[src/rtl/lcd_pkg.sv]
// Shared constants, state encoding and command-header table for the
// 8080-style LCD frame writer.
package lcd_pkg;

    localparam logic [7:0] CMD_CASET = 8'h2A;
    localparam logic [7:0] CMD_PASET = 8'h2B;
    localparam logic [7:0] CMD_RAMWR = 8'h2C;

    localparam int DEF_H_RES = 320;
    localparam int DEF_V_RES = 240;

    localparam int         CMD_LEN  = 11;
    localparam logic [3:0] CMD_LAST = 4'(CMD_LEN - 1);

    typedef enum logic [1:0] {
        IDLE  = 2'd0,
        CMD   = 2'd1,
        PIXEL = 2'd2
    } state_t;

    typedef struct packed {
        logic       dc;
        logic [7:0] data;
    } bus_byte_t;

    // Header byte at position idx: CASET window, PASET window, then RAMWR.
    function automatic bus_byte_t cmd_byte(input logic [3:0]  idx,
                                           input logic [15:0] x_max,
                                           input logic [15:0] y_max);
        bus_byte_t b;
        b = '{dc: 1'b1, data: 8'h00};
        case (idx)
            4'd0:    b = '{dc: 1'b0, data: CMD_CASET};
            4'd3:    b.data = x_max[15:8];
            4'd4:    b.data = x_max[7:0];
            4'd5:    b = '{dc: 1'b0, data: CMD_PASET};
            4'd8:    b.data = y_max[15:8];
            4'd9:    b.data = y_max[7:0];
            4'd10:   b = '{dc: 1'b0, data: CMD_RAMWR};
            default: ;
        endcase
        return b;
    endfunction

endpackage

[src/rtl/lcd_frame_writer_if.sv]
// LCD 8080 parallel-bus pins; the frame writer drives them as master.
interface lcd_frame_writer_if;
    logic       lcd_cs_n;
    logic       lcd_dc;
    logic       lcd_wr_n;
    logic       lcd_rd_n;
    logic [7:0] lcd_data;

    modport master (output lcd_cs_n, lcd_dc, lcd_wr_n, lcd_rd_n, lcd_data);
    modport slave  (input  lcd_cs_n, lcd_dc, lcd_wr_n, lcd_rd_n, lcd_data);
endinterface

[src/rtl/lcd_byte_writer.sv]
// Emits one bus byte per start: wr_n low WR_LOW cycles, then high WR_HIGH.
module lcd_byte_writer #(
    parameter int WR_LOW  = 2,
    parameter int WR_HIGH = 2
) (
    input  logic       clk,
    input  logic       rst_n,
    input  logic       start,
    input  logic       dc,
    input  logic [7:0] data_byte,
    output logic       lcd_wr_n,
    output logic [7:0] lcd_data,
    output logic       lcd_dc,
    output logic       byte_done
);
    localparam int BYTE_CYC = WR_LOW + WR_HIGH;
    localparam int CNT_W    = $clog2(BYTE_CYC);

    logic [CNT_W-1:0] cnt;
    logic             active;

    assign byte_done = active && (cnt == CNT_W'(BYTE_CYC - 1));

    // A start coinciding with byte_done reloads immediately, so bytes are gapless.
    always_ff @(posedge clk or negedge rst_n) begin
        if (!rst_n) begin
            active   <= 1'b0;
            cnt      <= '0;
            lcd_wr_n <= 1'b1;
            lcd_data <= 8'h00;
            lcd_dc   <= 1'b1;
        end else if (start) begin
            active   <= 1'b1;
            cnt      <= '0;
            lcd_wr_n <= 1'b0;
            lcd_data <= data_byte;
            lcd_dc   <= dc;
        end else if (byte_done) begin
            active   <= 1'b0;
            cnt      <= '0;
            lcd_wr_n <= 1'b1;
        end else if (active) begin
            cnt      <= cnt + 1'b1;
            lcd_wr_n <= !(int'(cnt) + 1 < WR_LOW);
        end
    end

endmodule

[src/rtl/lcd_frame_writer.sv]
// Streams one RGB565 frame to an ILI9341-class controller: window/RAMWR header,
// then x-fastest raster with coordinates leading the bus by one pixel.
module lcd_frame_writer
    import lcd_pkg::*;
#(
    parameter int H_RES   = DEF_H_RES,
    parameter int V_RES   = DEF_V_RES,
    parameter int WR_LOW  = 2,
    parameter int WR_HIGH = 2
) (
    input  logic                clk,
    input  logic                rst_n,
    input  logic                frame_start,
    input  logic [15:0]         pixel_color,
    output logic [8:0]          pixel_x,
    output logic [8:0]          pixel_y,
    output logic                busy,
    output logic                frame_done,
    lcd_frame_writer_if.master  lcd
);
    localparam logic [8:0]  X_MAX = 9'(H_RES - 1);
    localparam logic [8:0]  Y_MAX = 9'(V_RES - 1);
    localparam logic [15:0] X_ARG = 16'(H_RES - 1);
    localparam logic [15:0] Y_ARG = 16'(V_RES - 1);

    state_t     state;
    logic [3:0] cmd_idx;
    logic       low_next;
    logic       last_px;
    logic       cs_n;
    logic [7:0] lo_hold;

    logic       bw_start;
    logic       bw_dc;
    logic [7:0] bw_byte;
    logic       byte_done;
    logic       capture;
    bus_byte_t  next_cmd;
    logic       wr_n_w;
    logic       dc_w;
    logic [7:0] data_w;

    assign next_cmd = cmd_byte(cmd_idx + 4'd1, X_ARG, Y_ARG);

    // Colour is sampled when RAMWR or a pixel's low byte finishes, unless the frame is over.
    assign capture = byte_done &&
                     ((state == CMD && cmd_idx == CMD_LAST) ||
                      (state == PIXEL && !low_next && !last_px));

    // NOTE: every output of this block gets a default first, so no path leaves it unassigned (no latch).
    always_comb begin
        bw_start = 1'b0;
        bw_dc    = 1'b1;
        bw_byte  = pixel_color[15:8];
        case (state)
            IDLE: if (frame_start) begin
                bw_start = 1'b1;
                bw_dc    = 1'b0;
                bw_byte  = CMD_CASET;
            end
            CMD: if (byte_done) begin
                bw_start = 1'b1;
                if (cmd_idx != CMD_LAST) begin
                    bw_dc   = next_cmd.dc;
                    bw_byte = next_cmd.data;
                end
            end
            PIXEL: if (byte_done) begin
                if (low_next) begin
                    bw_start = 1'b1;
                    bw_byte  = lo_hold;
                end else if (!last_px) begin
                    bw_start = 1'b1;
                end
            end
            default: ;
        endcase
    end

    // NOTE: sequential state is updated only with non-blocking assignments.
    always_ff @(posedge clk or negedge rst_n) begin
        if (!rst_n) begin
            state      <= IDLE;
            cmd_idx    <= '0;
            low_next   <= 1'b0;
            last_px    <= 1'b0;
            lo_hold    <= 8'h00;
            pixel_x    <= '0;
            pixel_y    <= '0;
            busy       <= 1'b0;
            frame_done <= 1'b0;
            cs_n       <= 1'b1;
        end else begin
            frame_done <= 1'b0;
            case (state)
                IDLE: if (frame_start) begin
                    state    <= CMD;
                    busy     <= 1'b1;
                    cs_n     <= 1'b0;
                    cmd_idx  <= '0;
                    low_next <= 1'b0;
                    last_px  <= 1'b0;
                    pixel_x  <= '0;
                    pixel_y  <= '0;
                end
                CMD: if (byte_done) begin
                    if (cmd_idx == CMD_LAST) state <= PIXEL;
                    else                     cmd_idx <= cmd_idx + 4'd1;
                end
                PIXEL: if (byte_done) begin
                    if (low_next) begin
                        low_next <= 1'b0;
                    end else if (last_px) begin
                        state      <= IDLE;
                        busy       <= 1'b0;
                        cs_n       <= 1'b1;
                        frame_done <= 1'b1;
                        last_px    <= 1'b0;
                    end
                end
                default: state <= IDLE;
            endcase

            if (capture) begin
                lo_hold  <= pixel_color[7:0];
                low_next <= 1'b1;
                if (pixel_x == X_MAX) begin
                    pixel_x <= '0;
                    if (pixel_y == Y_MAX) begin
                        pixel_y <= '0;
                        last_px <= 1'b1;
                    end else begin
                        pixel_y <= pixel_y + 9'd1;
                    end
                end else begin
                    pixel_x <= pixel_x + 9'd1;
                end
            end
        end
    end

    lcd_byte_writer #(
        .WR_LOW  (WR_LOW),
        .WR_HIGH (WR_HIGH)
    ) u_byte_writer (
        .clk       (clk),
        .rst_n     (rst_n),
        .start     (bw_start),
        .dc        (bw_dc),
        .data_byte (bw_byte),
        .lcd_wr_n  (wr_n_w),
        .lcd_data  (data_w),
        .lcd_dc    (dc_w),
        .byte_done (byte_done)
    );

    assign lcd.lcd_cs_n = cs_n;
    assign lcd.lcd_rd_n = 1'b1;
    assign lcd.lcd_wr_n = wr_n_w;
    assign lcd.lcd_dc   = dc_w;
    assign lcd.lcd_data = data_w;

endmodule

[src/flat_wrapper.sv]
// flat-port wrapper written by rule: the top's interface ports become plain ports
module lcd_frame_writer_flat import lcd_pkg::*;
#(
    parameter int H_RES   = DEF_H_RES,
    parameter int V_RES   = DEF_V_RES,
    parameter int WR_LOW  = 2,
    parameter int WR_HIGH = 2
)
  (clk, rst_n, frame_start, pixel_color, pixel_x, pixel_y, busy, frame_done, lcd_lcd_cs_n, lcd_lcd_dc, lcd_lcd_wr_n, lcd_lcd_rd_n, lcd_lcd_data);
  lcd_frame_writer_if lcd_i ();
  input  logic clk;
  input  logic rst_n;
  input  logic frame_start;
  input  logic [15:0] pixel_color;
  output logic [8:0] pixel_x;
  output logic [8:0] pixel_y;
  output logic busy;
  output logic frame_done;
  output wire logic [$bits(lcd_i.lcd_cs_n)-1:0] lcd_lcd_cs_n;
  output wire logic [$bits(lcd_i.lcd_dc)-1:0] lcd_lcd_dc;
  output wire logic [$bits(lcd_i.lcd_wr_n)-1:0] lcd_lcd_wr_n;
  output wire logic [$bits(lcd_i.lcd_rd_n)-1:0] lcd_lcd_rd_n;
  output wire logic [$bits(lcd_i.lcd_data)-1:0] lcd_lcd_data;
  assign lcd_lcd_cs_n = lcd_i.lcd_cs_n;
  assign lcd_lcd_dc = lcd_i.lcd_dc;
  assign lcd_lcd_wr_n = lcd_i.lcd_wr_n;
  assign lcd_lcd_rd_n = lcd_i.lcd_rd_n;
  assign lcd_lcd_data = lcd_i.lcd_data;
  lcd_frame_writer #(.H_RES(H_RES), .V_RES(V_RES), .WR_LOW(WR_LOW), .WR_HIGH(WR_HIGH)) u_core (.clk(clk), .rst_n(rst_n), .frame_start(frame_start), .pixel_color(pixel_color), .pixel_x(pixel_x), .pixel_y(pixel_y), .busy(busy), .frame_done(frame_done), .lcd(lcd_i));
endmodule
[config.mk]
export PLATFORM = sky130hd
export DESIGN_NAME = lcd_frame_writer_flat
export DESIGN_NICKNAME = d
export VERILOG_FILES = /design/src/rtl/lcd_pkg.sv /design/src/rtl/lcd_frame_writer_if.sv /design/src/rtl/lcd_byte_writer.sv /design/src/rtl/lcd_frame_writer.sv /design/src/flat_wrapper.sv
export SDC_FILE = /design/constraint.sdc
export NUM_CORES = 1
export LEC_CHECK = 0
export CAP_MARGIN = 20
export CELL_PAD_IN_SITES_DETAIL_PLACEMENT = 1
export CELL_PAD_IN_SITES_GLOBAL_PLACEMENT = 1
export CORE_AREA = 4 4 92 94
export DETAILED_ROUTE_END_ITERATION = 8
export DIE_AREA = 0 0 96 98
export PLACE_DENSITY = 0.89
export SLEW_MARGIN = 30
export SYNTH_ARGS = -nofsm -noshare
export SYNTH_HDL_FRONTEND = slang
export SYNTH_SLANG_ARGS = --single-unit
[constraint.sdc]
create_clock -name clk -period 2.6 [get_ports clk]
set_input_delay 0.39 -clock clk [delete_from_list [all_inputs] [get_ports clk]]
set_output_delay 0.39 -clock clk [all_outputs]
set_load 0.02 [all_outputs]
Yosys cells after proc, flatten, opt, wreduce, memory -nomap -nowiden. Cells that the tools add are included.

Register bits after elaboration: 50. Bits of input ports: 19. Output and inout port bits: 32. Word-level logic and storage cells: 135.

$add $sub $neg: 5. $lt $le $gt $ge: 1. Equal/unequal tests: 21. Muxes and demuxes: 69. Reduce and logical (&&, ||, !) cells: 24.

Operators by type and width (count): 2-to-1 mux 9 bit (9); one-hot mux 8 bit (6 select lines) (1); 2-to-1 mux 8 bit (5); 2-to-1 mux 1 bit (33); one-hot mux 8 bit (3 select lines) (1); adder 9 x 1 -> 9 bit (second input constant) (2); 2-to-1 mux 2 bit (9); == test 4 bit (second input constant) (3); 2-to-1 mux 4 bit (3); one-hot mux 1 bit (2 select lines) (5); nonzero test 2 bit (5); == test 9 x 8 -> 1 bit (second input constant) (1); == test 9 bit (second input constant) (1); == test 4 x 3 -> 1 bit (second input constant) (2); != test 2 bit (second input constant) (4); one-hot mux 4 bit (2 select lines) (1); != test 2 x 1 -> 1 bit (second input constant) (3); one-hot mux 2 bit (3 select lines) (1); AND reduction 6 bit (1); nonzero test 3 bit (2); logical AND 1 bit (5); AND reduction 5 bit (1); adder 4 x 1 -> 4 bit (second input constant) (1); == test 2 bit (second input constant) (2); other kinds (17) (19).

Longest topological paths before layout.
Word-level depth: 7. Gate-level depth with buffers: 9. Depth with buffers taken out: 7.

Cells and area by module. Synthesis repeated with hierarchy kept, for this count alone.

Cell total of the unflattened synthesis: 349. Area total of the unflattened synthesis: 3146.8 µm².

Modules (own cells, without submodules): lcd_frame_writer (times used 1, cells each 312, area an instance 2585.0 µm², seq. area each 927.1 µm²); lcd_byte_writer (times used 1, cells each 37, area an instance 561.8 µm², seq. area each 327.8 µm²).

Least setup slack after synthesis. Ideal clock, no wire load.

Path kind: register to register. Start: register u_core.cmd_idx[0]. End: register u_core.u_byte_writer.lcd_data[6]. Library setup time: 0.082 ns. Data arrival time: 1.945 ns. Data required time: 2.518 ns. Setup slack: 0.573 ns. Cell stages (with the launch flop): 10. Path buffers: 2. Period minus slack after synthesis: 2.027 ns. Cells stage by stage: dfrtp_1 > clkbuf_1 > inv_1 > ha_1 > nand3b_2 > and2_1 > clkbuf_1 > nand2_1 > a211o_1 > a31oi_1.

Longest elaborated chain between the ends: 6. Elaborated cells on any way between the ends: 12. Classes of those cells: add/sub: 1; eq/ne: 6; mux: 4; reduce/logical: 1.

RTL lines: from (decl) (line lcd_frame_writer.sv:27) `logic [3:0] cmd_idx;`; from (signal assigned) (line lcd_frame_writer.sv:108) `else cmd_idx <= cmd_idx + 4'd1;`; adder 4 x 1 -> 4 bit (line lcd_frame_writer.sv:43) `assign next_cmd = cmd_byte(cmd_idx + 4'd1, X_ARG, Y_ARG);`; == test 4 bit (tied with other cells) (line lcd_pkg.sv:32) `case (idx)`; one-hot mux 8 bit (6 select lines) (line lcd_pkg.sv:32); 2-to-1 mux 8 bit * (line lcd_frame_writer.sv:63) `if (cmd_idx != CMD_LAST) begin`; 2-to-1 mux 8 bit * (line lcd_frame_writer.sv:61) `CMD: if (byte_done) begin`; one-hot mux 8 bit (3 select lines) * (line lcd_frame_writer.sv:55) `case (state)`; to (signal assigned) (line lcd_byte_writer.sv:36) `lcd_data <= data_byte;`; to (decl) (line lcd_byte_writer.sv:12) `output logic [7:0] lcd_data,`.

Every way passes the cells marked *; elsewhere a longest branch is shown, timed or not. A chain may end at the register's enable or synchronous reset.

Worst setup path after layout.
Start: register u_core.cmd_idx[0]. End: register u_core.pixel_y[2].

Longest elaborated chain between the ends: 5.

RTL lines: == test 4 bit (line lcd_frame_writer.sv:47) `((state == CMD && cmd_idx == CMD_LAST) ||`; logical AND 1 bit (line lcd_frame_writer.sv:47); logical OR 1 bit (line lcd_frame_writer.sv:47); logical AND 1 bit (line lcd_frame_writer.sv:46) `assign capture = byte_done &&`; 2-to-1 mux 9 bit (line lcd_frame_writer.sv:124) `if (capture) begin`; to (signal assigned) (line lcd_frame_writer.sv:133) `pixel_y <= pixel_y + 9'd1;`; to (decl) (line lcd_frame_writer.sv:16) `output logic [8:0] pixel_y,`.

No other way between the ends.

==> results.yml <==
run_status:
  outcome: "complete, no violations"
finish:
  syn2layout_area_growth_pct: 22.18
  n_antenna_cell: 0
  final_core_util_pct: 48.04
  fin_cells: 487
  fin_nets: 413
  drive_above_1_share_pct: 9.091
placed_design:
  gp_congestion: 0.7902
  place_inst: 479
  dp_hpwl_mm: 6.216
  portBuffers: 49
  pre_cts_ws_ps: 313.7
setup_path:
  cp_num_cells: 7
  crit_path_end_kind: "flop"
  worstReg2RegStart: "u_core.cmd_idx[0]"
  required_ps: 2820
  worstPathCellList: "inv_1 -> ha_1 -> nand3b_2 -> o32ai_4 -> a31oi_1 -> o21ai_0 -> o21ai_0"
  critPathMostFrequentCell: "o21ai_0"
  critical_path_class: "reg -> reg"
  cp_num_buf_inv: 1
  worst_path_max_delay_cell: "a31oi_1"
  cp_max_fo: 13
  cp_slowest_stage_delay_ps: 630
  crit_start: "u_core.cmd_idx[0]"
  worstSetupStartpointType: "flop"
  crit_arrival_ps: 2530
  cp_top_family: "compound AO/OA/AOI/OAI gates"
  rr_worst_depth: 7
global_route:
  grt_usage_pct: 19.05
  grt_pass1_vias: 2894
  grt_max_degree: 51
  grt_pass1_wl_mm: 14.46
  overflow: 0
  antenna_found_initial: 0
route:
  drt_pass1_iterations: 4
  wl_per_cell_um: 17.40
  vias: 2724
  drc_errors: 0
  wirelength_mm: 8.473
  post_drt_via_cell_ratio: 5.593
  ant_nets: 0
  drt-initial-drc-count: 150
timing:
  clock.fmax_mhz: 432.5
  relSlewSlack_pct: 51.66
  fin_tns_setup_ps: 0
  period_needed_ps: 2312
  worst_slew_pin_slew_ps: 721.8
  hold_viol: 0
  fin_ws_ps: 287.8
  slew_violations: 0
  period_share_pct: 88.93
  setup_violations: 0
  grt_setup_unrepaired: "false"
  fin_skew_ps: 5.242
floorplanning:
  fp-row-count: 32
  core_mm2: 0.007647
  start_util_pct: 39.32
  die-height_um: 98
  ios: 51
  die_area_mm2: 0.009408
  die_w_um: 96
yosys:
  synth_edf_count: 0
  seq_area_frac_synth_pct: 41.74
  syn_inst: 336
  synth_ff_type: "dfrtp_1"
  synth_cell_types: 65
  syn_avg_cell_area_um2: 8.948
  async_flop_share_pct: 100.0
  syn-cell-area_mm2: 0.003007
  ys_ff_latch: 50
  synthesis.nets: 365
  ys.warnings.count: 0
clocking:
  cts_made_buffers: 5
  clk_pin_slew_ps: 100
  cts_sinks: 50
  cts_root_buf: "clkbuf_8"
  h-tree-depth: 2
  postCtsSetupBuffers: 0
  clockBufferDepth: 2
  cts_hold_buf: 0
  cts_tree: "done"
  clock_latency_ps: 300
  cts-resized-gates: 0
power_and_ir_drop:
  power_leakage_nw: 1.510
  cellPowerDensity_mw_per_mm2: 754.6
  ir_worst_vdd_v: 0.0002695
flow_run:
  cap_violations: 0
hold_path:
  hold_path.class: "in -> async"
==> logic make-up (layout without fill, tap and decap cells) <==
family                   Yosys count  in the layout  share of synthesized area [%]
XOR/XNOR                           6              6                          1.748
adder cells (fa/ha/maj)           10             10                          4.161
AO/OA/AOI/OAI                     99             99                          22.31
flip-flops                        50             50                          41.74
AND/OR/NAND/NOR                  137            137                          23.64
buffers and inverters             27             76                          4.203
multiplexers                       6              6                          2.081
other                              1              1                         0.1247
==> final timing paths <==
| kind | endpoint | slack (ps) |
|---|---|---|
| worst min register to register | u_core.lo_hold[4] | 500 |
| min in group clk | u_core.lo_hold[4] | 500 |
| worst min-delay path | u_core.pixel_y[3] | 190 |
| max in group asynchronous | u_core.lo_hold[0] | 1970 |
| worst max register to register | u_core.pixel_y[2] | 290 |
| worst max-delay path | u_core.pixel_y[2] | 290 |
==> synthesized netlist by cell type, drive strengths merged, types with 4 or more instances <==
cell    number  area, µm²
nand3       19      105.1
mux2i        4      40.04
or3          4      25.02
and2         4      25.02
nor3         9      61.31
o21ai       33      165.2
a21o         7      52.55
dfrtp       47       1176
nor2        20      77.58
nand2       54      205.2
a22o         5      43.79
ha          10      125.1
xnor2        4      35.03
a21oi       13      65.06
a31oi        9      56.30
clkbuf       5      18.77
nand2b       5      38.78
nor2b        6      37.54
buf          9      58.80
inv         13      48.80
==> flip-flops by register name, indices dropped and copies added, names as in the netlist, 2 cells and up <==
| signal | count |
|---|---|
| u_core.cmd_idx | 4 |
| u_core.lo_hold | 8 |
| u_core.pixel_x | 9 |
| u_core.pixel_y | 9 |
| u_core.state | 2 |
| u_core.u_byte_writer.cnt | 2 |
| u_core.u_byte_writer.lcd_data | 8 |
==> metrics by stage <==
| stage | cell area [µm²] | total power (W) | hold slack [ps] |
|---|---|---|---|
| after floorplan | 3007 | 0.001880 | 94.41 |
| after global placement | 3587 | 0.002253 | 472.8 |
| after CTS | 3674 | 0.002790 | 209.3 |
| final | 3674 | 0.002772 | 189.9 |
| after global routing | 3674 | 0.002960 | 242.3 |
| after detailed placement | 3587 | 0.002321 | 476.6 |
==> report_power, final <==
part / switching (W) / leakage, nW / internal [W]
logic: 0.000599 / 0.900 / 0.000529
registers: 0.000233 / 0.565 / 0.000950
clock network: 0.000271 / 0.0452 / 0.000191
==> cells in the final DEF (no fill, tap or decap), types with 7 or more instances in the layout <==
cell              n
a31oi_1           9
a21o_1            7
nand3_1          17
o21ai_0          32
nor3_1            7
inv_1            13
clkdlybuf4s50_1  48
ha_1             10
a21oi_1          13
nor2_1           19
nand2_1          53
dfrtp_1          47
==> layout make-up <==
type,instances,area [µm²]
timing repair buffer,55,530.5
fill,925,3974
tap,102,127.6
clock inverter,2,13.76
sequential,50,1255
multi-input combinational,259,1625
clock buffer,6,72.57
inverter,13,48.80
==> routing by layer <==
layer | vias up | track usage (%) | routed length, µm
li1 | 1302 | - | -
met1 | 1363 | 25.49 | 3810
met2 | 50 | 32.29 | 4308
met3 | 9 | 2.542 | 242
met4 | 0 | 4.486 | 112
met5 | - | 0 | 0
No activity file was read; power rests on OpenSTA's default activity.
